==> src/rtl/muon_daq_pkg.sv <==
// Shared constants and types for the muon DAQ readout path.
package muon_daq_pkg;

    // Command bytes understood by the event reader
    localparam logic [7:0] CMD_START  = 8'h73;  // 's'
    localparam logic [7:0] CMD_PART_A = 8'h61;  // 'a'
    localparam logic [7:0] CMD_PART_B = 8'h62;  // 'b'
    localparam logic [7:0] CMD_ACK    = 8'h6B;  // 'k'

    // Byte sent to the host in place of data when the FIFO is empty
    localparam logic [7:0] RESP_EMPTY = 8'h65;  // 'e'

    // Cycles from a command strobe until the reader's half is valid
    localparam int READER_LATENCY_DEFAULT = 2;

    // Readout sequencer states
    typedef enum logic [2:0] {
        ST_IDLE,
        ST_ISSUE,
        ST_WAIT,
        ST_SHIFT,
        ST_NEXT,
        ST_ACK,
        ST_DONE
    } seq_state_e;

endpackage

==> src/rtl/half_serializer.sv <==
// Streams a loaded 32-bit half MSB-first as bytes over valid/ready.
// A load may carry 4 bytes (data half) or 1 byte (status byte in [31:24]).
module half_serializer
    import muon_daq_pkg::*;
(
    input  logic        clk,
    input  logic        reset,
    input  logic        load_i,
    input  logic [31:0] data_i,
    input  logic        single_i,
    output logic [7:0]  tx_data_o,
    output logic        tx_valid_o,
    input  logic        tx_ready_i,
    output logic        done_o
);

    logic [31:0] shift_reg;
    logic [2:0]  count_reg;
    logic        valid_reg;
    logic        fire;

    assign fire       = valid_reg & tx_ready_i;
    assign tx_data_o  = shift_reg[31:24];
    assign tx_valid_o = valid_reg;
    assign done_o     = fire & (count_reg == 3'd1);

    // Load, then shift one byte out per accepted transfer; holds while stalled
    always_ff @(posedge clk) begin
        if (reset) begin
            shift_reg <= '0;
            count_reg <= '0;
            valid_reg <= 1'b0;
        end else if (load_i) begin
            shift_reg <= data_i;
            count_reg <= single_i ? 3'd1 : 3'd4;
            valid_reg <= 1'b1;
        end else if (fire) begin
            shift_reg <= {shift_reg[23:0], 8'h00};
            count_reg <= count_reg - 3'd1;
            if (count_reg == 3'd1) begin
                valid_reg <= 1'b0;
            end
        end
    end

endmodule

==> src/rtl/event_readout_sequencer.sv <==
// Autonomous event-dump controller: commands the event reader through
// s, b, (a, b)... and streams every captured half to the UART TX path.
// The reader's aresetn must be driven from ~reset so both restart together.
module event_readout_sequencer
    import muon_daq_pkg::*;
#(
    parameter int CHANNELS       = 16,
    parameter int READER_LATENCY = READER_LATENCY_DEFAULT,
    parameter int HALF_WIDTH     = 32
) (
    input  logic                  clk,
    input  logic                  reset,
    input  logic                  start_i,
    input  logic                  empty_i,
    input  logic [HALF_WIDTH-1:0] event_half_i,
    output logic [7:0]            cmd_o,
    output logic [7:0]            tx_data_o,
    output logic                  tx_valid_o,
    input  logic                  tx_ready_i,
    output logic                  busy_o,
    output logic                  done_o,
    output logic                  empty_evt_o
);

    localparam int CW = (CHANNELS > 1) ? $clog2(CHANNELS) : 1;
    localparam int WW = (READER_LATENCY > 1) ? $clog2(READER_LATENCY) : 1;
    localparam logic [CW-1:0] LAST_CH   = CW'(CHANNELS - 1);
    localparam logic [WW-1:0] LAST_WAIT = WW'(READER_LATENCY - 1);

    seq_state_e    state_reg, state_next;
    logic [7:0]    cmd_reg, cmd_next;        // command to strobe in ISSUE
    logic          half_b_reg, half_b_next;  // half just requested is B
    logic          empty_reg, empty_next;    // dump is on the empty path
    logic [CW-1:0] chan_reg, chan_next;
    logic [WW-1:0] wait_reg, wait_next;

    logic          ser_load;
    logic [31:0]   ser_data;
    logic          ser_single;
    logic          ser_done;

    half_serializer u_ser (
        .clk        (clk),
        .reset      (reset),
        .load_i     (ser_load),
        .data_i     (ser_data),
        .single_i   (ser_single),
        .tx_data_o  (tx_data_o),
        .tx_valid_o (tx_valid_o),
        .tx_ready_i (tx_ready_i),
        .done_o     (ser_done)
    );

    // Sequencer state and bookkeeping registers
    always_ff @(posedge clk) begin
        if (reset) begin
            state_reg  <= ST_IDLE;
            cmd_reg    <= 8'h00;
            half_b_reg <= 1'b0;
            empty_reg  <= 1'b0;
            chan_reg   <= '0;
            wait_reg   <= '0;
        end else begin
            state_reg  <= state_next;
            cmd_reg    <= cmd_next;
            half_b_reg <= half_b_next;
            empty_reg  <= empty_next;
            chan_reg   <= chan_next;
            wait_reg   <= wait_next;
        end
    end

    // Next-state logic and Moore outputs; cmd_o is nonzero only in ISSUE/ACK
    always_comb begin
        state_next  = state_reg;
        cmd_next    = cmd_reg;
        half_b_next = half_b_reg;
        empty_next  = empty_reg;
        chan_next   = chan_reg;
        wait_next   = wait_reg;
        ser_load    = 1'b0;
        ser_data    = event_half_i;
        ser_single  = 1'b0;
        cmd_o       = 8'h00;
        busy_o      = 1'b1;
        done_o      = 1'b0;
        empty_evt_o = 1'b0;

        case (state_reg)
            ST_IDLE: begin
                busy_o = 1'b0;
                if (start_i) begin
                    state_next  = ST_ISSUE;
                    cmd_next    = CMD_START;
                    half_b_next = 1'b0;
                    empty_next  = 1'b0;
                    chan_next   = '0;
                end
            end
            ST_ISSUE: begin
                cmd_o     = cmd_reg;
                wait_next = '0;
                // The reader makes its empty decision on the same 's' cycle
                if (cmd_reg == CMD_START && empty_i) begin
                    ser_load   = 1'b1;
                    ser_data   = {RESP_EMPTY, 24'h000000};
                    ser_single = 1'b1;
                    empty_next = 1'b1;
                    state_next = ST_SHIFT;
                end else begin
                    state_next = ST_WAIT;
                end
            end
            ST_WAIT: begin
                if (wait_reg == LAST_WAIT) begin
                    ser_load   = 1'b1;
                    state_next = ST_SHIFT;
                end else begin
                    wait_next = wait_reg + 1'b1;
                end
            end
            ST_SHIFT: begin
                if (ser_done) begin
                    state_next = ST_NEXT;
                end
            end
            ST_NEXT: begin
                if (empty_reg) begin
                    state_next = ST_ACK;
                end else if (!half_b_reg) begin
                    half_b_next = 1'b1;
                    cmd_next    = CMD_PART_B;
                    state_next  = ST_ISSUE;
                end else if (chan_reg != LAST_CH) begin
                    chan_next   = chan_reg + 1'b1;
                    half_b_next = 1'b0;
                    cmd_next    = CMD_PART_A;
                    state_next  = ST_ISSUE;
                end else begin
                    // Reader returns to standby on its own after the last 'b'
                    state_next = ST_DONE;
                end
            end
            ST_ACK: begin
                cmd_o       = CMD_ACK;
                empty_evt_o = 1'b1;
                state_next  = ST_DONE;
            end
            ST_DONE: begin
                // Guard cycle: the reader reaches standby before a new 's'
                busy_o     = 1'b0;
                done_o     = 1'b1;
                state_next = ST_IDLE;
            end
            default: begin
                busy_o     = 1'b0;
                state_next = ST_IDLE;
            end
        endcase
    end

endmodule

==> config.mk <==
export PLATFORM = sky130hd
export DESIGN_NAME = event_readout_sequencer
export DESIGN_NICKNAME = d
export VERILOG_FILES = /design/src/rtl/muon_daq_pkg.sv /design/src/rtl/half_serializer.sv /design/src/rtl/event_readout_sequencer.sv
export SDC_FILE = /design/constraint.sdc
export NUM_CORES = 1
export LEC_CHECK = 0
export ABC_AREA = 1
export CAP_MARGIN = 5
export CELL_PAD_IN_SITES_DETAIL_PLACEMENT = 2
export CELL_PAD_IN_SITES_GLOBAL_PLACEMENT = 2
export CORE_UTILIZATION = 26
export CTS_BUF_LIST = sky130_fd_sc_hd__clkbuf_2
export CTS_CLUSTER_SIZE = 28
export DETAILED_ROUTE_END_ITERATION = 16
export PLACE_DENSITY = 0.88
export SLEW_MARGIN = 20
export SYNTH_ARGS = -nofsm -noshare
export SYNTH_HDL_FRONTEND = slang
export SYNTH_SLANG_ARGS = --single-unit
==> constraint.sdc <==
create_clock -name clk -period 1.45 [get_ports clk]
set_clock_uncertainty 0.1 [all_clocks]
set_input_delay 0.2175 -clock clk [delete_from_list [all_inputs] [get_ports clk]]
set_output_delay 0.2175 -clock clk [all_outputs]
set_load 0.005 [all_outputs]
Word-level counts from Yosys, hierarchy flattened
Index checks and enable logic that the tools add are counted.
- bits in registers: 54
- latch bits: 0
- bits in writable memories: 0
- bits in read-only memories: 0
- output and inout port bits: 20
- word-level logic and storage cells: 90
- memories kept: 0
- add/sub/neg operators: 3
- multipliers: 0
- div/mod/pow operators: 0
- order comparisons: 0
- eq/ne operators: 17
- shift-type cells: 0
- mux-type cells: 45
- bitwise gates (word level): 2
- reduce and logical (&&, ||, !) cells: 14
- operators by type and width (cell ; number):
    two-way mux 32 bit ; 4
    two-way mux 8 bit ; 4
    case mux 8 bit (2 select lines) ; 2
    two-way mux 3 bit ; 9
    case mux 3 bit (6 select lines) ; 1
    two-way mux 1 bit ; 16
    two-way mux 4 bit ; 4
    != test 2 bit, second input constant ; 7
    nonzero test 2 bit ; 5
    == test 3 bit, second input constant ; 3
    AND reduction 3 bit ; 3
    == test 8 x 7 -> 1 bit, second input constant ; 1
    case mux 1 bit (2 select lines) ; 4
    case mux 4 bit (2 select lines) ; 1
    == test 3 x 1 -> 1 bit, second input constant ; 2
    == test 3 x 2 -> 1 bit, second input constant ; 2
    AND reduction 5 bit ; 1
    OR reduction 5 bit ; 1
    adder 4 x 1 -> 4 bit, second input constant ; 1
    != test 4 bit, second input constant ; 1
    AND reduction 4 bit ; 1
    zero test 3 bit ; 1
    != test 3 bit, second input constant ; 1
    subtractor 3 x 1 -> 3 bit, second input constant ; 1
    other kinds (4) ; 5

Depth between registers and ports, before layout
- depth after elaboration: 6
- mapped depth: 10

Cells and area by module
Synthesis repeated with hierarchy kept, for this count alone.
- cells, all modules: 449
- area, all modules: 3144.3 um^2
- modules (own cells, without submodules) (module ; instances ; cells each ; area an instance (um^2)):
    half_serializer ; 1 ; 260 ; 1965.6
    event_readout_sequencer ; 1 ; 189 ; 1178.6

Worst setup path before layout
OpenSTA, ideal clock, no wires.
- kind: reg-to-reg
- from: reg state_reg[1]
- to: reg u_ser.shift_reg[0]
- setup time: 0.132 ns
- data arrival time: 1.229 ns
- required time: 1.218 ns
- slack: -0.011 ns
- stages on the path, launching flop included: 9
- buffers on the path: 1
- clock period less this slack: 1.461 ns
- path through: dfxtp_1 inv_2 nor2_4 nand3_2 buf_6 nand3_4 clkinv_1 nand2_1 a21oi_1
- longest elaborated chain between the ends: 3
- elaborated cells on any way between the ends: 6
- those cells by class: 2 x eq/ne; 3 x mux; 1 x reduce/logical
- RTL lines (item ; RTL line ; text):
    start, declared ; event_readout_sequencer.sv:30 ; seq_state_e state_reg, state_next;
    start signal, assigned ; event_readout_sequencer.sv:64 ; state_reg <= state_next;
    == test 3 x 2 -> 1 bit or == test 3 x 1 -> 1 bit (tied branches) ; event_readout_sequencer.sv:89 ; case (state_reg)
    case mux 1 bit (2 select lines) or two-way mux 32 bit (tied branches) ; event_readout_sequencer.sv:89 ;
    two-way mux 32 bit or nonzero test 2 bit (tied branches) ; - ;
    end signal, assigned ; half_serializer.sv:34 ; shift_reg <= data_i;
    end signal, assigned ; half_serializer.sv:38 ; shift_reg <= {shift_reg[23:0], 8'h00};
    end, declared ; half_serializer.sv:17 ; logic [31:0] shift_reg;
Several ways; a longest one is shown, not always the timed one.
A chain may end at the register's enable or synchronous reset.

Worst setup path in the final report
- from: reg state_reg[0]
- to: reg chan_reg[2]
- longest elaborated chain between the ends: 3
- elaborated cells on any way between the ends: 9
- those cells by class: 5 x eq/ne; 1 x mux; 3 x reduce/logical
- RTL lines (item ; RTL line ; text):
    == test 3 bit or zero test 3 bit (tied branches) ; event_readout_sequencer.sv:89 ;
    != test 2 bit (no source line) or nonzero test 2 bit (tied branches) ; - ;
    AND reduction 5 bit (no source line) ; - ;
    end signal, assigned ; event_readout_sequencer.sv:68 ; chan_reg <= chan_next;
    end, declared ; event_readout_sequencer.sv:34 ; logic [CW-1:0] chan_reg, chan_next;
Several ways; a longest one is shown, not always the timed one.

==> results.md <==
* Crit path launch type: flip-flop
* Initial antenna violation count at 0
* Crit end category: flip-flop
* Final Slew Violations at 0
* Number of synthesized flops with an enable pin at 0
* Layout cells sized above 1 at 57.6%
* Worst r2r path cells at 9
* Crit path arrival time at 2350 ps
* Number of global-route vias before repair at 3618
* Largest buffer count on any clock path at 2
* Fmax at 0.506 GHz
* Area Growth Syn to Fin at 89.9%
* First-pass GRT wire length at 21.1 mm
* Yosys top cell area share at 38.3%
* Top FF cell, synth: dfxtp_1
* Max cap viols at 0
* Layout Cells excl Fill at 631
* Lkg Pwr at 2.29 nW
* Fin crit share at 136%
* Cells after DPL at 570
* Register bit total from synthesis at 50
* Crit path max fanout at 6
* Syn Inst Count at 379
* Cell Chain, Critical Path: buf_4 > nor2_4 > nand2_2 > buf_4 > buf_6 > o21ai_4 > buf_12 > nand3_1 > a21oi_1
* H-tree Lvls at 2
* Initial cell density of the core at 26.7%
* Pwr per Cell Area at 1110 nW/um^2
* Nets@finish at 537
* Grt ovf at 0
* DRC Markers at 0
* Worst Path Buf+Inv at 4
* Post-synthesis average cell area at 6.90 sq um
* Highest-delay cell along the critical path: dfxtp_4
* RR Endpoint: chan_reg[2]$_SDFFE_PP0P_
* Post-detail-place hpwl at 6.41 mm
* PnR Total Power at 5.49 mW
* Worst-Skew Late Latency at 560 ps
* Setup-failing EPs final at 59
* DIE WIDTH at 102 um
* Hold Crit Depth at 3
* Ys async rst share at 0%
* Post-synthesis cell type count at 33
* Crit Path Category: flip-flop to flip-flop
* Fillers at 1054
* Fin. Hold Viols at 0
* DIE AREA at 10500 sq um
* TritonCTS buffer count at 5
* Drt total wl at 17.0 mm
* Core Rows at 36
* Failing checks: setup timing
* Post-synth top cells: nand2_1 (80), nor2_1 (65), dfxtp_1 (50)
* Worst hold start: event_half_i[4]
* Clk slew on worst S/H paths at 360 ps
* Sink Count at 50
* DRT antenna net count at 0
* Largest cells by area after synthesis: dfxtp_1 (38%), nand2_1 (11%), nor2_1 (9.3%), inv_1 (5.7%), a21oi_1 (4.8%)
* Status: finished with violations
* Synth area leader: dfxtp_1
* Post-synthesis sequential area ratio at 38.3%
* Total GRT Usage at 27.8%
* Hold endpoint: u_ser.shift_reg[4]$_SDFFE_PP0P_
* 1st-pass router iterations at 4
* Max reg flops at 32
* Worst stage delay on the critical path at 460 ps
* Vias/cell at 5.16
* Min Hold Slack at 136 ps
* Core area at 9770 sq um
* Yosys Warn Count at 0
* Number of I/O pins at 57
* Required @ worst endpoint at 1820 ps
* Top-count cell post-synth: nand2_1
* Slack of the worst reg-to-reg path at -530 ps
* Worst min path class: primary input to flip-flop
* Reg2reg start: state_reg[0]$_SDFFE_PP0P_
* Synthesized area at 2610 sq um
* Die Y at 102 um
* Port bufs at 54
* CTS tree: yes
* Iteration-0 DRC Markers at 108
* Cell family with most CP delay: buffers and inverters
* Pin count of the biggest net entering global routing at 27
* Gpl congestion at 0.794
* Antenna diodes at 0
* Most common cell on crit path: buf_4
* Maximum vdd ir drop at 0.000603 V
* Routed vias at 3253
* RSZ-0062 raised after global routing: yes
* Final setup margin at -527 ps
* Wire per inst at 27.0 um
* CTS root buf: clkbuf_2
* Fin crit period at 1980 ps
[where the power goes]
| part | switching, mW | internal (mW) |
|---|---|---|
| Clock | 0.613 | 0.296 |
| Sequential | 0.199 | 1.55 |
| Combinational | 1.49 | 1.34 |
[what timing repair did]
item,4_1_cts,5_1_grt
pin swaps,39,46
gates resized for setup,203,157
cloned,9,1
hold buffers,0,0
endpoints found under the setup margin,67,67
setup buffers,28,24
[kinds of logic after synthesis]
family	Yosys count	synth area share, %
AND/OR/NAND/NOR	172	28.6
adder cells (fa/ha/maj)	3	1.44
XOR/XNOR	3	1.01
other	1	0.143
AO/OA/AOI/OAI	78	16.3
flip-flops	50	38.3
buffers and inverters	72	14.3
[per-stage QoR]
stage	utilization, %	TNS [ps]	instance area, sq um	worst slack [ps]
3_3_place_gp	34.8	-13780	3410	-344
5_1_grt	50.8	-21100	4960	-535
4_1_cts	44.4	-10380	4340	-261
2_1_floorplan	-	0	2620	9.75
6_report	50.8	-19560	4960	-527
3_5_place_dp	34.8	-18610	3410	-482
[worst max path at each step]
stage                                                  end  slack (ps)  depth (start not counted)                       from
after floorplan           u_ser.shift_reg[27]$_SDFFE_PP0P_          10                          7  state_reg[0]$_SDFFE_PP0P_
after global placement           state_reg[0]$_SDFFE_PP0P_        -340                          7                 tx_ready_i
after detailed placement         state_reg[0]$_SDFFE_PP0P_        -480                          7                 tx_ready_i
after CTS                                           busy_o        -260                          5  state_reg[1]$_SDFFE_PP0P_
after global routing              chan_reg[2]$_SDFFE_PP0P_        -530                          9  state_reg[0]$_SDFFE_PP0P_
final                             chan_reg[2]$_SDFFE_PP0P_        -530                          9  state_reg[0]$_SDFFE_PP0P_
[per-layer routing]
| metal | part of all wire (%) | vias up | global-route usage (%) |
|---|---|---|---|
| met3 | 4.9 | 78 | 2.74 |
| met4 | 6.7 | 0 | 13.5 |
| met1 | 38 | 1591 | 31.9 |
| met2 | 51 | 156 | 51.3 |
| met5 | 0 | - | 0 |
| li1 | - | 1428 | - |
[placed cells by master, fill, tap and decap left out, types with 4 or more instances in the layout]
master / instances
clkbuf_2: 13
clkdlybuf4s50_1: 36
inv_1: 35
nor2_4: 12
nand2_8: 6
buf_2: 9
nand2_2: 23
nand2_4: 32
nand3_2: 6
nand4_1: 6
nor2_1: 41
dfxtp_1: 36
a21oi_2: 17
dfxtp_2: 11
o21ai_2: 31
buf_4: 41
nor2_2: 14
nand3_4: 4
nand2_1: 26
buf_12: 14
a21oi_1: 6
o21ai_1: 8
o21bai_4: 4
buf_6: 21
[final cells by class]
cell class	instances	area, sq um	area share, %
flip-flops and latches	50	1030	20.7
clock buffers	5	25.0	0.504
well taps	133	166	3.35
clock inverters	3	43.8	0.883
repair inverters	1	16.3	0.328
multi-input cells	261	2090	42.1
repair buffers	135	1400	28.3
inverters	43	191	3.86
[worst register-to-register path: cells and delay by family, from the launching register on]
kind	cells	cell delay [ps]
buffers and inverters	4	570
flip-flops	1	460
AO/OA/AOI/OAI	2	450
AND/OR/NAND/NOR	3	340
Note: power is estimated with default switching activity, not from simulation.
